===== src/rtl/if_id_fetch_stage.sv =====
// Instruction-fetch stage and IF/ID pipeline register for the 5-stage MIPS core.
// Owns the PC and issues one instruction-memory read per RUN cycle. Latches the
// fetched instruction with its PC for ID. Each RUN cycle applies one action, in
// this priority order: redirect flush, load-use stall, memory-wait bubble, advance.
// Optional build macro: IF_ID_PERF_EN adds saturating stall/flush/bubble counters.
module if_id_fetch_stage #(
    parameter int unsigned           ADDR_W   = 32,
    parameter int unsigned           INST_W   = 32,
    parameter logic [ADDR_W-1:0]     RESET_PC = '0
) (
    input  logic              clk_i,
    input  logic              rst_i,
    input  logic              stall_i,
    input  logic              redirect_i,
    input  logic [ADDR_W-1:0] redirect_pc_i,
    output logic              imem_req_o,
    output logic [ADDR_W-1:0] imem_addr_o,
    input  logic              imem_ready_i,
    input  logic [INST_W-1:0] imem_rdata_i,
    output logic              if_id_valid_o,
    output logic [INST_W-1:0] if_id_instr_o,
    output logic [ADDR_W-1:0] if_id_pc_o,
`ifdef IF_ID_PERF_EN
    output logic [31:0]       perf_stall_o,
    output logic [31:0]       perf_flush_o,
    output logic [31:0]       perf_bubble_o,
`endif
    output logic [ADDR_W-1:0] if_id_pc4_o
);

    typedef enum logic [0:0] {
        ST_BOOT = 1'b0,
        ST_RUN  = 1'b1
    } state_t;

    // Sequential PC increment; wraps modulo 2^ADDR_W by construction.
    function automatic logic [ADDR_W-1:0] pc_plus4(input logic [ADDR_W-1:0] pc);
        pc_plus4 = pc + ADDR_W'(4);
    endfunction

    state_t            state_r, state_s;
    logic [ADDR_W-1:0] pc_r, pc_s;
    logic              valid_r, valid_s;
    logic [INST_W-1:0] instr_r, instr_s;
    logic [ADDR_W-1:0] id_pc_r, id_pc_s;
    logic [ADDR_W-1:0] id_pc4_r, id_pc4_s;
    logic              take_flush_s, take_stall_s, take_bubble_s;

    // Next-state and IF/ID update, resolving the per-cycle action priority.
    always_comb begin
        state_s       = state_r;
        pc_s          = pc_r;
        valid_s       = valid_r;
        instr_s       = instr_r;
        id_pc_s       = id_pc_r;
        id_pc4_s      = id_pc4_r;
        take_flush_s  = 1'b0;
        take_stall_s  = 1'b0;
        take_bubble_s = 1'b0;
        case (state_r)
            ST_BOOT: begin
                // Redirects are ignored here; fetch starts at RESET_PC.
                state_s = ST_RUN;
            end
            ST_RUN: begin
                if (redirect_i) begin
                    take_flush_s = 1'b1;
                    pc_s         = {redirect_pc_i[ADDR_W-1:2], 2'b00};
                    valid_s      = 1'b0;
                    instr_s      = {INST_W{1'b0}};
                    id_pc_s      = {ADDR_W{1'b0}};
                    id_pc4_s     = {ADDR_W{1'b0}};
                end else if (stall_i) begin
                    // Hold everything; any returned data is dropped and re-fetched.
                    take_stall_s = 1'b1;
                end else if (!imem_ready_i) begin
                    take_bubble_s = 1'b1;
                    valid_s       = 1'b0;
                    instr_s       = {INST_W{1'b0}};
                    id_pc_s       = {ADDR_W{1'b0}};
                    id_pc4_s      = {ADDR_W{1'b0}};
                end else begin
                    valid_s  = 1'b1;
                    instr_s  = imem_rdata_i;
                    id_pc_s  = pc_r;
                    id_pc4_s = pc_plus4(pc_r);
                    pc_s     = pc_plus4(pc_r);
                end
            end
            default: begin
                state_s = ST_BOOT;
            end
        endcase
    end

    // FSM, PC and IF/ID pipeline registers.
    always_ff @(posedge clk_i or negedge rst_i) begin
        if (!rst_i) begin
            state_r  <= ST_BOOT;
            pc_r     <= RESET_PC;
            valid_r  <= 1'b0;
            instr_r  <= {INST_W{1'b0}};
            id_pc_r  <= {ADDR_W{1'b0}};
            id_pc4_r <= {ADDR_W{1'b0}};
        end else begin
            state_r  <= state_s;
            pc_r     <= pc_s;
            valid_r  <= valid_s;
            instr_r  <= instr_s;
            id_pc_r  <= id_pc_s;
            id_pc4_r <= id_pc4_s;
        end
    end

    assign imem_req_o    = (state_r == ST_RUN);
    assign imem_addr_o   = pc_r;
    assign if_id_valid_o = valid_r;
    assign if_id_instr_o = instr_r;
    assign if_id_pc_o    = id_pc_r;
    assign if_id_pc4_o   = id_pc4_r;

`ifdef IF_ID_PERF_EN
    // Saturating event counter increment.
    function automatic logic [31:0] sat_inc(input logic [31:0] cnt);
        sat_inc = (cnt == 32'hFFFF_FFFF) ? cnt : cnt + 32'd1;
    endfunction

    logic [31:0] perf_stall_r, perf_flush_r, perf_bubble_r;

    // Performance counters for stall, flush and memory-wait bubble cycles.
    always_ff @(posedge clk_i or negedge rst_i) begin
        if (!rst_i) begin
            perf_stall_r  <= 32'd0;
            perf_flush_r  <= 32'd0;
            perf_bubble_r <= 32'd0;
        end else begin
            perf_stall_r  <= take_stall_s  ? sat_inc(perf_stall_r)  : perf_stall_r;
            perf_flush_r  <= take_flush_s  ? sat_inc(perf_flush_r)  : perf_flush_r;
            perf_bubble_r <= take_bubble_s ? sat_inc(perf_bubble_r) : perf_bubble_r;
        end
    end

    assign perf_stall_o  = perf_stall_r;
    assign perf_flush_o  = perf_flush_r;
    assign perf_bubble_o = perf_bubble_r;
`else
    // Event flags have no consumer when the counters are not built.
    logic unused_s;
    assign unused_s = take_flush_s ^ take_stall_s ^ take_bubble_s;
`endif

endmodule


===== config.mk =====
export PLATFORM = sky130hd
export DESIGN_NAME = if_id_fetch_stage
export DESIGN_NICKNAME = d
export VERILOG_FILES = /design/src/rtl/if_id_fetch_stage.sv
export SDC_FILE = /design/constraint.sdc
export NUM_CORES = 1
export LEC_CHECK = 0
export ABC_AREA = 1
export CAP_MARGIN = 20
export CORE_MARGIN = 5
export CORE_UTILIZATION = 48
export CTS_BUF_LIST = sky130_fd_sc_hd__clkbuf_2 sky130_fd_sc_hd__clkbuf_4 sky130_fd_sc_hd__clkbuf_8
export CTS_CLUSTER_DIAMETER = 40
export DETAILED_ROUTE_END_ITERATION = 8
export GPL_ROUTABILITY_DRIVEN = 0
export GPL_TIMING_DRIVEN = 0
export PLACE_DENSITY_LB_ADDON = 0.3
export SYNTH_ARGS = -nofsm -noshare
export SYNTH_HDL_FRONTEND = slang
export SYNTH_SLANG_ARGS = --single-unit
export TNS_END_PERCENT = 1

===== constraint.sdc =====
create_clock -name clk_i -period 2.7 [get_ports clk_i]
set_input_delay 0.81 -clock clk_i [delete_from_list [all_inputs] [get_ports clk_i]]
set_output_delay 0.81 -clock clk_i [all_outputs]
set_load 0.01 [all_outputs]

==> flow_metrics.env, run 1 <==
export IMPL_status="finished clean"
export IMPL_hold_viol=0
export IMPL_crit_arrival_ns=1.55
export IMPL_htreeDepth=4
export IMPL_cp_end_kind="primary output"
export IMPL_yosysWarnings=0
export IMPL_grt_max_degree=83
export IMPL_post_cts_setup_buffer_count=0
export IMPL_grt_pass1_wl_um=28100
export IMPL_start_util=0.486
export IMPL_fill_cells=955
export IMPL_area_delta_synth_final_pct=44.7
export IMPL_slew_headroom=0.580
export IMPL_grt_pass1_vias=5461
export IMPL_cts_hold_buf=0
export IMPL_cts_tree="done"
export IMPL_register_area_um2=3130
export IMPL_power_leakage_uw=0.00393
export IMPL_port_buffers=194
export IMPL_die_h_um=120
export IMPL_finalNetCount=980
export IMPL_core_area_um2=12000
export IMPL_layout_cells_non_filler=1069
export IMPL_cp_startpoint="if_id_pc_o[1]"
export IMPL_ys_types=30
export IMPL_worstReg2RegEnd="if_id_pc4_o[12]"
export IMPL_grt_remaining_overflow=0
export IMPL_place_ws_ns=-0.0212
export IMPL_clk_pin_slew_ns=0.07
export IMPL_dpl_hpwl_um=13400
export IMPL_cp_max_fo=5
export IMPL_cp_slowest_cell="clkdlybuf4s50_1"
export IMPL_dp_cells=1038
export IMPL_hold_path_class="in -> async"
export IMPL_wire_per_inst_um=16.5
export IMPL_ctsResizeCount=0
export IMPL_via_count=5531
export IMPL_syn_area_um2=5810
export IMPL_fin_skew_ns=0.00720
export IMPL_finalSetupViolations=0
export IMPL_synth_edff_count=0
export IMPL_rsz0062_at_grt="false"
export IMPL_drive_gt1_frac=0.0781
export IMPL_fin_crit_sh=0.875
export IMPL_slowest_delay_ns=0.54
export IMPL_setup_worst_path_end="if_id_pc4_o[1]"
export IMPL_ys_seq_area_frac=0.538
export IMPL_path_cells="buf_4 > clkdlybuf4s50_1"
export IMPL_clock_root_buffer="clkbuf_8"
export IMPL_drt_pass1_iter_count=6
export IMPL_cts_sinks=125
export IMPL_dominantRegCellSynth="dfrtp_1"
export IMPL_cts_max_path_buffers=2
export IMPL_final_setup_tns_ns=0
export IMPL_drtAntennaViolNets=0
export IMPL_die_x_um=120
export IMPL_synth_area_per_cell_um2=8.37
export IMPL_initialDrtViolationCount=489
export IMPL_r2r_start="imem_addr_o[2]"
export IMPL_syn_inst=695
export IMPL_tightest_slew_ns=0.630
export IMPL_reg2reg_setup_slack_ns=0.93
export IMPL_grt_use_total=0.252
export IMPL_dieArea_um2=14400
export IMPL_drc_errors=0
export IMPL_max_freq_ghz=0.423
export IMPL_slew_violations=0
export IMPL_ff2ff_path_depth=8
export IMPL_wl_um=17700
export IMPL_path_class="reg -> out"
export IMPL_ys_seq_elements=125
export IMPL_clk_latency_ns=0.45
export IMPL_ioPinCount=199
export IMPL_insertedDiodeCount=0
export IMPL_ir_worst_vdd_mv=0.374
export IMPL_setup_ws_ns=0.338
export IMPL_final_util=0.703
export IMPL_worstSetupStartpointType="register"
export IMPL_antenna_found_initial=0
export IMPL_async_reset_ff_frac=1.00
export IMPL_fin_crit_ns=2.36
export IMPL_multiInputGateArea_um2=2330
export IMPL_drv_cap=0
export IMPL_placementRows=40
export IMPL_required_ns=1.89
export IMPL_vias_per_cell=5.17
export IMPL_powerDensity_nw_per_um2=636
export IMPL_cts_buffers=17
==> registers in the layout (all words and copies together), names as in the netlist <==
register / flops
if_id_instr_o: 32
imem_addr_o: 30
if_id_pc_o: 31
if_id_pc4_o: 30
if_id_valid_o: 1
imem_req_o: 1
==> through the flow <==
stage	hold slack [ns]	instance area [um^2]	total power [uW]
after global routing	0.288	8410	5600
after floorplan	0.514	5820	2820
after detailed placement	0.472	7970	3570
after global placement	0.462	7940	3540
final	0.270	8410	5350
after CTS	0.273	8410	5370
==> area by class of cell <==
class                   count  area share
clock buffers              26      0.0403
well taps                 147      0.0219
repair buffers            195       0.234
plain buffers              35      0.0235
clock inverters             5      0.0122
multi-input cells         492       0.277
flip-flops and latches    125       0.372
inverters                  44      0.0196
==> metal layers <==
metal | global-route usage | wire [um] | vias to the layer above
li1 | - | - | 2663
met4 | 0.105 | 447 | 0
met3 | 0.0872 | 1890 | 38
met1 | 0.319 | 7260 | 2562
met5 | 0 | 0 | -
met2 | 0.392 | 8070 | 268
==> placed cells by master (no fill, tap or decap), types with 4 or more instances in the layout <==
| cell | n |
|---|---|
| clkbuf_1 | 12 |
| xor2_1 | 7 |
| o21ai_1 | 8 |
| clkdlybuf4s50_1 | 193 |
| buf_2 | 11 |
| dfrtp_1 | 125 |
| inv_2 | 4 |
| buf_4 | 6 |
| inv_1 | 40 |
| a22o_1 | 40 |
| clkbuf_8 | 23 |
| o21ai_0 | 53 |
| o22ai_1 | 4 |
| nor2_2 | 4 |
| buf_6 | 5 |
| nor2_1 | 82 |
| nand3_1 | 32 |
| nand2_1 | 238 |
| and2_1 | 6 |
==> synthesized netlist by cell type (2+ instances only) <==
library cell | instances | area share
a22o_1 | 40 | 0.060
and2_1 | 6 | 0.0065
buf_1 | 2 | 0.0013
buf_2 | 11 | 0.0095
buf_4 | 6 | 0.0077
buf_6 | 4 | 0.0077
clkbuf_1 | 12 | 0.0077
conb_1 | 2 | 0.0013
dfrtp_1 | 125 | 0.54
inv_1 | 40 | 0.026
inv_2 | 4 | 0.0026
nand2_1 | 238 | 0.15
nand2_2 | 2 | 0.0022
nand3_1 | 32 | 0.028
nor2_1 | 82 | 0.053
nor2_2 | 4 | 0.0043
nor2_4 | 3 | 0.0058
o21ai_0 | 53 | 0.046
o21ai_1 | 8 | 0.0069
o22ai_1 | 4 | 0.0043
o22ai_2 | 2 | 0.0043
xor2_1 | 7 | 0.011
==> power breakdown <==
part / internal, uW / leakage [uW] / switching, uW
logic: 630 / 0.00205 / 640
clock network: 1090 / 0.000226 / 718
registers: 2070 / 0.00165 / 200
total: 3790 / 0.00393 / 1560
==> how the worst min path moves through the flow <==
stage | startpoint | end | slack [ns] | cells after the start
finish | rst_i | if_id_instr_o[15] | 0.27 | 1
detailed placement | if_id_pc4_o[17] | if_id_pc4_o[17] | 0.47 | 2
CTS | rst_i | if_id_pc4_o[2] | 0.27 | 1
global route | rst_i | if_id_pc4_o[2] | 0.29 | 1
global placement | if_id_pc4_o[19] | if_id_pc4_o[19] | 0.46 | 2
floorplan | rst_i | if_id_instr_o[0] | 0.51 | 0
==> cell families after synthesis <==
family / share of synthesized area
buffers and inverters: 0.0624
flip-flops: 0.538
AND/OR/NAND/NOR: 0.259
adder cells (fa/ha/maj): 0.00215
AO/OA/AOI/OAI: 0.127
other: 0.00129
XOR/XNOR: 0.0105
==> worst max-delay path: cells and delay by family, from the launching register on <==
kind,cells,cell delay [ns]
buf+inv,2,0.68
flops,1,0.43
No activity file was read; power rests on OpenSTA's default activity.
==> inputs of run 2 (changes only) <==
--- a/config.mk
+++ b/config.mk
@@ -9,7 +9,7 @@
 export CAP_MARGIN = 20
 export CORE_MARGIN = 5
 export CORE_UTILIZATION = 48
-export CTS_BUF_LIST = sky130_fd_sc_hd__clkbuf_2 sky130_fd_sc_hd__clkbuf_4 sky130_fd_sc_hd__clkbuf_8
+export CTS_BUF_LIST = sky130_fd_sc_hd__clkbuf_2
 export CTS_CLUSTER_DIAMETER = 40
 export DETAILED_ROUTE_END_ITERATION = 8
 export GPL_ROUTABILITY_DRIVEN = 0
==> run 2 against run 1 <==
- routed wire length fell by 0.50%
- critical path depth shrank 1
- combinational power about the same
- via count shrank 0.34%
- die area unchanged
- cell count barely moved
- power fell by 12%
- first-iteration DRC count down 7.8%
==> flow_metrics.env, run 2 (synthesis results as in run 1) <==
export IMPL_dpl_hpwl_um=13400
export IMPL_finalSetupViolations=0
export IMPL_cp_startpoint="imem_addr_o[25]"
export IMPL_p_comb_frac=0.269
export IMPL_critPathBufInv=1
export IMPL_clk_latency_ns=0.71
export IMPL_worstSetupStartpointType="register"
export IMPL_power_internal_uw=3210
export IMPL_dieArea_um2=14400
export IMPL_insertedDiodeCount=0
export IMPL_cp_slowest_cell="clkdlybuf4s50_1"
export IMPL_fin_crit_sh=0.961
export IMPL_path_cells="clkdlybuf4s50_1"
export IMPL_clock_root_buffer="clkbuf_2"
export IMPL_place_ws_ns=-0.0212
export IMPL_tightest_slew_ns=0.642
export IMPL_hold_viol=0
export IMPL_finalNetCount=981
export IMPL_drt_pass1_iter_count=5
export IMPL_clkPwrFrac=0.248
export IMPL_critPathTopFamily="buffers and inverters"
export IMPL_cp_end_kind="primary output"
export IMPL_drc_errors=0
export IMPL_cts_buffers=17
export IMPL_port_buffers=194
export IMPL_wl_um=17600
export IMPL_setup_ws_ns=0.105
export IMPL_die_x_um=120
export IMPL_seqPwrFrac=0.482
export IMPL_grt_pass1_wl_um=27900
export IMPL_drv_cap=0
export IMPL_whs_ns=0.506
export IMPL_status="finished clean"
export IMPL_fin_crit_ns=2.60
export IMPL_wire_per_inst_um=16.4
export IMPL_start_util=0.486
export IMPL_cts_sinks=125
export IMPL_slowest_delay_ns=0.58
export IMPL_drtAntennaViolNets=0
export IMPL_slew_headroom=0.572
export IMPL_vias_per_cell=5.15
export IMPL_min_delay_start="if_id_pc4_o[25]"
export IMPL_max_freq_ghz=0.385
export IMPL_crit_arrival_ns=1.79
export IMPL_ir_worst_vdd_mv=0.306
export IMPL_cp_max_fo=6
export IMPL_cts_max_path_buffers=2
export IMPL_clk_pin_slew_ns=0.17
export IMPL_core_area_um2=12000
export IMPL_antenna_found_initial=0
export IMPL_rsz0062_at_grt="false"
export IMPL_powerDensity_nw_per_um2=574
export IMPL_power_leakage_uw=0.00384
export IMPL_mostFrequentLayoutCells="nand2_1, clkdlybuf4s50_1, dfrtp_1"
export IMPL_area_delta_synth_final_pct=41.2
export IMPL_grt_max_degree=83
export IMPL_swShare=0.320
export IMPL_ioPinCount=199
export IMPL_via_count=5512
export IMPL_required_ns=1.89
export IMPL_slew_violations=0
export IMPL_path_class="reg -> out"
export IMPL_placementRows=40
export IMPL_final_util=0.686
export IMPL_hold_path_class="reg -> reg"
export IMPL_drive_gt1_frac=0.0769
export IMPL_cts_tree="done"
export IMPL_layout_commonest_cell="nand2_1"
export IMPL_htreeDepth=4
export IMPL_power_switching_uw=1510
export IMPL_fin_skew_ns=0.0169
export IMPL_grt_use_total=0.250
export IMPL_die_h_um=120
export IMPL_initialDrtViolationCount=451
export IMPL_r2r_start="imem_addr_o[3]"
export IMPL_grt_remaining_overflow=0
export IMPL_grt_pass1_vias=5440
export IMPL_largest_reg_flops=32
[run 2: changes by cell type in the layout (fill, tap and decap cells not counted), sizes merged]
cell           change
clkinv             +6
clkdlybuf4s50      -1
clkbuf             -6
buf                +1
dlygate4sd3        +1
[run 2: area by class of cell]
class                   instances  area, um^2
repair buffers                196        1980
plain buffers                  35         198
flip-flops and latches        125        3130
fillers                       980        3750
well taps                     147         184
clock buffers                  20         100
multi-input cells             492        2330
clock inverters                11         125
inverters                      44         165
[run 2: worst register-to-register path: stages (launching register included)]
cell and delay [ns]:
dfrtp_1 0.45, ha_1 0.25, nand2_1 0.11, nor2_4 0.17, nand2_4 0.13, nor2_4 0.22
nand2_1 0.09, and2_1 0.16, o21ai_0 0.18
[run 2: power groups by stage]
stage / sequential, uW / combinational, uW / clock (uW)
final: 2270 / 1270 / 1170
after global routing: 2300 / 1390 / 1270
after CTS: 2270 / 1280 / 1190
after detailed placement: 2300 / 1270 / 0
after global placement: 2300 / 1250 / 0
after floorplan: 2360 / 463 / 0
[run 2: routing by layer]
| layer | vias to the layer above | part of all wire | GRT usage |
|---|---|---|---|
| met5 | - | 0 | 0 |
| met4 | 0 | 0.029 | 0.0945 |
| met3 | 43 | 0.10 | 0.0858 |
| met2 | 260 | 0.45 | 0.390 |
| met1 | 2543 | 0.42 | 0.321 |
| li1 | 2666 | - | - |
[run 2: final timing paths]
| path | to | slack (ns) | depth (start not counted) |
|---|---|---|---|
| hold / removal | if_id_pc4_o[25] | 0.51 | 2 |
| hold reg to reg | if_id_pc4_o[25] | 0.51 | 2 |
| setup / recovery | imem_addr_o[25] | 0.10 | 1 |
| max in group asynchronous | imem_addr_o[16] | 1.41 | 3 |
| min in group asynchronous | if_id_instr_o[15] | 0.56 | 2 |
| setup reg to reg | if_id_pc4_o[12] | 0.86 | 8 |
[run 2: timing repair]
action | 4_1_cts | 5_1_grt
hold buffers | 1 | 0
buffers inserted | 0 | 0
gates resized for setup | 1 | 4
endpoints found under the hold margin | 43 | 0
pin swaps | 0 | 0
endpoints found under the setup margin | 1 | 5
[run 2: per-stage QoR]
stage | instances | power [uW] | setup TNS [ns] | instance area, um^2
final | 1070 | 4710 | 0 | 8210
after global routing | 1070 | 4960 | 0 | 8210
after CTS | 1070 | 4730 | 0 | 8210
after detailed placement | 1038 | 3570 | -0.0673 | 7970
after global placement | 1037 | 3540 | -499.47 | 7940
after floorplan | 696 | 2820 | 0 | 5820
==> inputs of run 3 (changes only) <==
--- a/config.mk
+++ b/config.mk
@@ -14,6 +14,7 @@
 export DETAILED_ROUTE_END_ITERATION = 8
 export GPL_ROUTABILITY_DRIVEN = 0
 export GPL_TIMING_DRIVEN = 0
+export HOLD_SLACK_MARGIN = 0.1
 export PLACE_DENSITY_LB_ADDON = 0.3
 export SYNTH_ARGS = -nofsm -noshare
 export SYNTH_HDL_FRONTEND = slang
==> results of run 3 <==
Same layout as run 2: the final DEF is identical, and so are final timing and power.
